**config.mk**
```make
export PLATFORM = sky130hd
export DESIGN_NAME = rf_wb_ctrl
export DESIGN_NICKNAME = d
export VERILOG_FILES = /design/src/rtl/rf_wb_ctrl.sv
export SDC_FILE = /design/constraint.sdc
export NUM_CORES = 1
export LEC_CHECK = 0
export CORE_MARGIN = 4
export CORE_UTILIZATION = 51
export DETAILED_ROUTE_END_ITERATION = 10
export PLACE_DENSITY = 0.86
export SLEW_MARGIN = 20
export SYNTH_ARGS = -nofsm -noshare
export SYNTH_HDL_FRONTEND = slang
export SYNTH_SLANG_ARGS = --single-unit
```
**constraint.sdc**
```tcl
create_clock -name i_clk -period 5.4 [get_ports i_clk]
set_input_delay 1.08 -clock i_clk [delete_from_list [all_inputs] [get_ports i_clk]]
set_output_delay 1.08 -clock i_clk [all_outputs]
set_load 0.01 [all_outputs]
```
**src/rtl/rf_wb_ctrl.sv**
```systemverilog
// Register-file write-port controller: merges the never-stalled WB stage with a
// FIFO-buffered long-latency-unit result stream, and tracks outstanding LLU destinations.
module rf_wb_ctrl #(
   parameter int DEPTH = 2
) (
   input  logic                     i_clk,
   input  logic                     i_reset,
   input  logic                     i_wb_valid,
   input  logic [4:0]               i_wb_rd,
   input  logic [31:0]              i_wb_data,
   input  logic                     i_issue_valid,
   input  logic [4:0]               i_issue_rd,
   input  logic                     i_llu_valid,
   input  logic [4:0]               i_llu_rd,
   input  logic [31:0]              i_llu_data,
   output logic                     o_llu_ready,
   input  logic [4:0]               i_rs1_addr,
   input  logic [4:0]               i_rs2_addr,
   output logic                     o_busy_rs1,
   output logic                     o_busy_rs2,
   output logic [4:0]               o_rd_addr,
   output logic [31:0]              o_rd_data,
   output logic                     o_rd_wren,
   output logic [31:0]              o_pending,
   output logic [$clog2(DEPTH):0]   o_fifo_count
);

   localparam int PTR_W = $clog2(DEPTH);
   localparam int CNT_W = PTR_W + 1;

   logic [4:0]       fifo_rd   [DEPTH];
   logic [31:0]      fifo_data [DEPTH];
   logic [PTR_W-1:0] wr_ptr;
   logic [PTR_W-1:0] rd_ptr;
   logic [CNT_W-1:0] count;
   logic [31:0]      pending;
   logic [31:0]      pending_nxt;
   logic             push;
   logic             pop;
   logic [4:0]       head_rd;

   assign head_rd     = fifo_rd[rd_ptr];
   // Ready looks only at registered count, so a same-cycle pop never raises it.
   assign o_llu_ready = i_reset && (count != CNT_W'(DEPTH));
   assign push        = i_llu_valid && o_llu_ready;
   assign pop         = i_reset && !i_wb_valid && (count != '0);

   always_comb begin
      o_rd_wren = 1'b0;
      o_rd_addr = 5'd0;
      o_rd_data = 32'd0;
      if (i_reset && i_wb_valid) begin
         o_rd_wren = 1'b1;
         o_rd_addr = i_wb_rd;
         o_rd_data = i_wb_data;
      end else if (pop) begin
         o_rd_wren = 1'b1;
         o_rd_addr = head_rd;
         o_rd_data = fifo_data[rd_ptr];
      end
   end

   // Clear on pop first so a same-cycle issue to that register (newer op) wins.
   always_comb begin
      pending_nxt = pending;
      if (pop)
         pending_nxt[head_rd] = 1'b0;
      if (i_issue_valid && (i_issue_rd != 5'd0))
         pending_nxt[i_issue_rd] = 1'b1;
      pending_nxt[0] = 1'b0;
   end

   always_ff @(posedge i_clk) begin
      if (push) begin
         fifo_rd[wr_ptr]   <= i_llu_rd;
         fifo_data[wr_ptr] <= i_llu_data;
      end
   end

   always_ff @(posedge i_clk or negedge i_reset) begin
      if (!i_reset) begin
         wr_ptr  <= '0;
         rd_ptr  <= '0;
         count   <= '0;
         pending <= '0;
      end else begin
         if (push)
            wr_ptr <= wr_ptr + PTR_W'(1);
         if (pop)
            rd_ptr <= rd_ptr + PTR_W'(1);
         case ({push, pop})
            2'b10:   count <= count + CNT_W'(1);
            2'b01:   count <= count - CNT_W'(1);
            default: count <= count;
         endcase
         pending <= pending_nxt;
      end
   end

   assign o_busy_rs1 = i_reset && (i_rs1_addr != 5'd0) && pending[i_rs1_addr] &&
                       !(pop && (head_rd == i_rs1_addr));
   assign o_busy_rs2 = i_reset && (i_rs2_addr != 5'd0) && pending[i_rs2_addr] &&
                       !(pop && (head_rd == i_rs2_addr));
   assign o_pending    = pending;
   assign o_fifo_count = count;

endmodule

```
==> results of run 1 <==
[cell families (layout without fill, tap and decap cells)]
logic type | after synthesis | in the layout
buffers and inverters | 31 | 196
adders and majority gates | 1 | 1
muxes | 68 | 68
xor gates and xnor gates | 15 | 15
other | 1 | 1
DFF | 109 | 109
and+or+nand+nor | 108 | 108
AOI/OAI and AO/OA | 114 | 114
[state kept, by name, summed over array words and instances, names as in the netlist]
name,flops
fifo_data,64
fifo_rd,10
o_fifo_count,2
o_pending,31
rd_ptr,1
wr_ptr,1
[critical path, stage by stage]
cell and delay (ns):
clkdlybuf4s50_1 1.01, buf_4 0.24, nor2b_1 0.05, a2111oi_0 0.37, a311oi_1 0.09, a311oi_1 0.33
nor3_2 0.08, clkdlybuf4s50_1 0.48
[through the flow]
stage,cells,instance area (sq um)
floorplan,447,5380
global placement,731,7120
detailed placement,731,7120
CTS,747,7290
global route,748,7320
finish,748,7320
[power by group]
group	switching (W)	total (W)	internal, W
registers	0.000215	0.00130	0.00109
clock network	0.000273	0.000445	0.000172
logic	0.000564	0.00121	0.000642
total	0.00105	0.00295	0.00190
[metal layers]
metal  up-vias  global-route usage (%)
met2       238                    40.3
met5         -                       0
li1       1990                       -
met4         0                    7.72
met3        38                    7.04
met1      2089                    26.9
[path summary, 6_finish.rpt]
check / startpoint / to / slack [ns] / cells past startpoint
worst min register to register: o_fifo_count[1] / o_fifo_count[1] / 0.56 / 1
worst max-delay path: i_rs2_addr[1] / o_busy_rs2 / 0.58 / 8
worst min-delay path: o_fifo_count[1] / o_fifo_count[1] / 0.56 / 1
max in group asynchronous: i_reset / rd_ptr / 3.79 / 2
min in group asynchronous: i_reset / o_pending[7] / 1.23 / 2
worst max register to register: o_fifo_count[0] / o_pending[12] / 3.05 / 6
[cell type report]
cell class	instances	share of cell area (%)
Tap cell	136	2.32
Sequential cell	109	42.3
Clock inverter	6	0.615
Timing Repair Buffer	174	23.8
Clock buffer	10	1.74
Multi-Input combinational cell	307	28.8
Inverter	6	0.308
[placed cells by master, fill, tap and decap left out, types with 2 or more instances in the layout]
cell type / count
or2_2: 3
mux4_2: 8
o2111ai_1: 2
mux2_2: 2
nand2b_1: 3
clkinvlp_4: 2
nand3_1: 9
o21ai_0: 5
or4_1: 2
a311oi_1: 2
nand4_1: 3
nor2_1: 8
inv_6: 3
buf_4: 6
nor3b_1: 2
nor3_2: 2
inv_1: 5
nand3b_1: 5
edfxtp_1: 74
clkbuf_8: 9
a221oi_1: 2
xnor2_1: 8
mux2i_1: 53
mux2_1: 3
o21ai_1: 95
nand2_1: 55
dfrtp_1: 34
xor2_1: 7
nor3_1: 5
mux2i_4: 2
nor2b_1: 5
clkdlybuf4s50_1: 167
==> flow_metrics.tcl, run 1 <==
set metrics [dict create \
    finalSetupTns_ns 0 \
    ys_types 49 \
    grt_pass1_vias 4384 \
    vias_per_cell 5.82 \
    vias 4355 \
    diodes 0 \
    setup_viol 0 \
    ys_async_sr_fraction_pct 32.1 \
    dr.pass1.iters 7 \
    pin_count 169 \
    grt_setup_unrepaired "false" \
    multi_input_area_sq_um 2110 \
    ctsResizeCount 0 \
    grt_pass1_wl_microns 22600 \
    synth_fa_ha_area_share_pct 0.233 \
    synthTopCellsByArea "edfxtp_1 (41%), dfrtp_1 (16%), mux2i_1 (9.9%)" \
    fmax_ghz 0.207 \
    yosysTopAreaCellShare_pct 41.3 \
    relSlewSlack_pct 40.3 \
    synth-simple-area-share_pct 9.70 \
    maxCapViolations 0 \
    worstMarginPinSlew_ns 0.896 \
    syn_nets 542 \
    die_area_sq_um 12300 \
    cts_buffer_depth 2 \
    synth-edff-count 74 \
    rows 37 \
    synth_top_flop_cell "edfxtp_1" \
    ant_nets 0 \
    synthTopCellsByCount "o21ai_1 (95), edfxtp_1 (74), nand2_1 (55)" \
    crit_required_ns 4.32 \
    syn_area_sq_um 5380 \
    met1_length_microns 5340 \
    drc_errors 0 \
    grt_overflow 0 \
    synth_compound_area_share_pct 11.5 \
    syn_area_per_cell_sq_um 12.0 \
    dr_wl_met3_microns 1390 \
    post-cts-setup-buffers 0 \
    cts.sinks 109 \
    drtIter0Drc 398 \
    top_layer "met4" \
    period_share_pct 89.3 \
    clock-root-buffer "clkbuf_8" \
    antenna_found_initial 0 \
    regArea_sq_um 3100 \
    dp_hpwl_microns 10800 \
    final.fill_count 745 \
    cts_buffers 9 \
    critPathLaunchType "input port" \
    power_density_nw_per_um2 404 \
    power.total_w 0.00295 \
    synthToLayoutAreaGrowth_pct 36.1 \
    hold_slack_ns 0.562 \
    final_hold_viol_count 0 \
    worstSkewPairLatency_ns 0.36 \
    synth-xor-area-share_pct 2.44 \
    drt-total-wl_microns 14500 \
    worst_ep_arrival_time_ns 3.74 \
    status "finished, final reports clean" \
    gp_congestion 0.955 \
    hold_buffers 0 \
    wl_met2_microns 7390 \
    grt_use_total_pct 23.0 \
    yosysMostFrequentCell "o21ai_1" \
    dpl_worst_slack_ns 0.592 \
    ys_seq_elements 109 \
    syn_inst 447 \
    portBuffers 167 \
    synth_mux_area_share_pct 15.1 \
    seq_area_frac_synth_pct 57.6 \
    min_period_ns 4.82 \
    wl_per_cell_microns 19.4 \
    synth_top_family_by_area "multiplexers" \
    crit_type "in2out" \
    drv_slew 0 \
    fp.coreArea_sq_um 10300 \
    critPathMaxFanout 17 \
    hp-class "reg2reg" \
    final_util_pct 71.2 \
    worst_clock_skew_ns 0.0123 \
    end_kind "primary output" \
    finalNetCount 702 \
    p_leak_nw 2.63 \
    die_h_microns 111 \
    yosysTopAreaCell "edfxtp_1" \
    htree_levels 3 \
    cts_tree "done" \
    peakVddDrop_mv 0.234 \
    grt_max_degree 41 \
    setup_ws_ns 0.575 \
    ys_warn_count 0 \
    drive_gt1_share_pct 7.19 \
    start_util_pct 52.3 \
    clk_pin_slew_worst_paths_ns 0.09 \
    die_w_microns 111 \
]
Power figures use the tool's default switching activity.
==> run 2: changes to the inputs <==
--- a/config.mk
+++ b/config.mk
@@ -9,6 +9,7 @@
 export CORE_UTILIZATION = 51
 export DETAILED_ROUTE_END_ITERATION = 10
 export PLACE_DENSITY = 0.86
+export REMOVE_ABC_BUFFERS = 1
 export SLEW_MARGIN = 20
 export SYNTH_ARGS = -nofsm -noshare
 export SYNTH_HDL_FRONTEND = slang
==> flow_metrics.tcl, run 2 (synthesis gave the netlist of run 1 again) <==
set metrics [dict create \
    hp-class "reg2reg" \
    htree_levels 3 \
    gp_congestion 0.927 \
    clock-root-buffer "clkbuf_8" \
    vias 4331 \
    cpMaxStageDelayCell "clkdlybuf4s50_1" \
    crit_type "in2out" \
    worst_ep_arrival_time_ns 3.67 \
    fin_area_sq_um 7320 \
    layout_common_cells "clkdlybuf4s50_1 (166), o21ai_1 (95), edfxtp_1 (74)" \
    min_delay_worst_endpoint "o_fifo_count[1]" \
    maxCapViolations 0 \
    critPathLaunchType "input port" \
    path_depth 8 \
    hold_buffers 0 \
    post-cts-setup-buffers 0 \
    grt_overflow 0 \
    worstSkewPairLatency_ns 0.37 \
    final_common_cell "clkdlybuf4s50_1" \
    worstHoldStart "o_fifo_count[1]" \
    dpl_cell_area_sq_um 7110 \
    critPathMaxFanout 13 \
    diodes 0 \
    synthToLayoutAreaGrowth_pct 36.1 \
    ctsResizeCount 0 \
    end_kind "primary output" \
    cts_buffer_depth 2 \
    status "finished, final reports clean" \
    final_cells 747 \
    vias_per_cell 5.80 \
    dr.pass1.iters 6 \
    grt_use_total_pct 23.4 \
    grt_max_degree 41 \
    clk_pin_slew_worst_paths_ns 0.10 \
    cts_buffers 9 \
    min_period_ns 4.75 \
    grt_setup_unrepaired "false" \
    ant_nets 0 \
    antenna_found_initial 0 \
    numPlacedInstances 731 \
    fp.coreArea_sq_um 10300 \
    r2r_start "rd_ptr" \
    largest_register_ffs 64 \
    die_area_sq_um 12300 \
    die_w_microns 111 \
    drive_gt1_share_pct 7.53 \
    peakVddDrop_mv 0.266 \
    largest_register "fifo_data" \
    drt-total-wl_microns 14400 \
    relSlewSlack_pct 40.3 \
    setup_ws_ns 0.652 \
    dpl_worst_slack_ns 0.654 \
    crit_chain "clkdlybuf4s50_1 -> buf_4 -> nor2b_1 -> a2111oi_0 -> a311oi_1 -> a311oi_1 -> nor3_2 -> clkdlybuf4s50_1" \
    setup_viol 0 \
    power_density_nw_per_um2 403 \
    fmax_ghz 0.211 \
    wl_per_cell_microns 19.3 \
    finalSetupTns_ns 0 \
    finalNetCount 702 \
    cts_tree "done" \
    critPathMaxStageDelay_ns 0.88 \
    portBuffers 167 \
    cp_top_family "buffers and inverters" \
    final_hold_viol_count 0 \
    rrSetupSlack_ns 3.24 \
    drtIter0Drc 356 \
    timing.rr.end "o_pending[4]" \
    grt_pass1_vias 4474 \
    worstMarginPinSlew_ns 0.896 \
    rows 37 \
    crit_required_ns 4.32 \
    worst_clock_skew_ns 0.0167 \
    cts.sinks 109 \
    hold_depth 1 \
    p_leak_nw 2.64 \
    drv_slew 0 \
    dp_hpwl_microns 10800 \
    final.fill_count 729 \
    start_util_pct 52.3 \
    grt_pass1_wl_microns 23200 \
    hold_slack_ns 0.573 \
    pin_count 169 \
    period_share_pct 87.9 \
    path_buf_inv 3 \
    die_h_microns 111 \
    r2r_cells 5 \
    drc_errors 0 \
]
run 2: cell count changes in the layout (fill, tap and decap cells not counted), sizes merged:
cell           previous run  this run
clkbuf                   10         9
clkinvlp                  2         0
buf                       7         8
clkinv                    1         3
clkdlybuf4s50           167       166
run 2: area by class of cell:
class,count,area [sq um],area share [%]
timing repair buffer,174,1740,23.8
tap,136,170,2.32
clock inverter,6,55.1,0.752
inverter,6,22.5,0.308
multi-input combinational,307,2110,28.8
sequential,109,3100,42.3
clock buffer,9,124,1.69
run 2: power breakdown:
group / switching (W) / total, W / internal (W)
Combinational: 0.000557 / 0.00120 / 0.000642
Sequential: 0.000207 / 0.00130 / 0.00109
Clock: 0.000283 / 0.000458 / 0.000175
Total: 0.00105 / 0.00295 / 0.00191
run 2: worst max path at each step:
stage | from | end | slack (ns)
6_report | i_rs2_addr[1] | o_busy_rs2 | 0.65
5_1_grt | i_rs1_addr[1] | o_busy_rs1 | 0.55
4_1_cts | i_rs2_addr[1] | o_busy_rs2 | 0.65
3_5_place_dp | i_rs2_addr[1] | o_busy_rs2 | 0.65
3_3_place_gp | i_rs1_addr[1] | o_busy_rs1 | 0.74
2_1_floorplan | rd_ptr | o_busy_rs2 | 1.73
run 2: routing by layer:
layer	track usage [%]	wire length, microns	vias to the layer above
met3	5.02	1080	38
met2	39.7	7190	203
li1	-	-	1986
met1	29.6	5690	2104
met5	0	0	-
met4	8.78	444	0
run 2: through the flow:
step                power (W)  utilization (%)
finish                0.00295             71.2
global route          0.00312             71.2
CTS                   0.00295             71.0
detailed placement    0.00250             69.2
global placement      0.00246             69.2
floorplan             0.00188                -
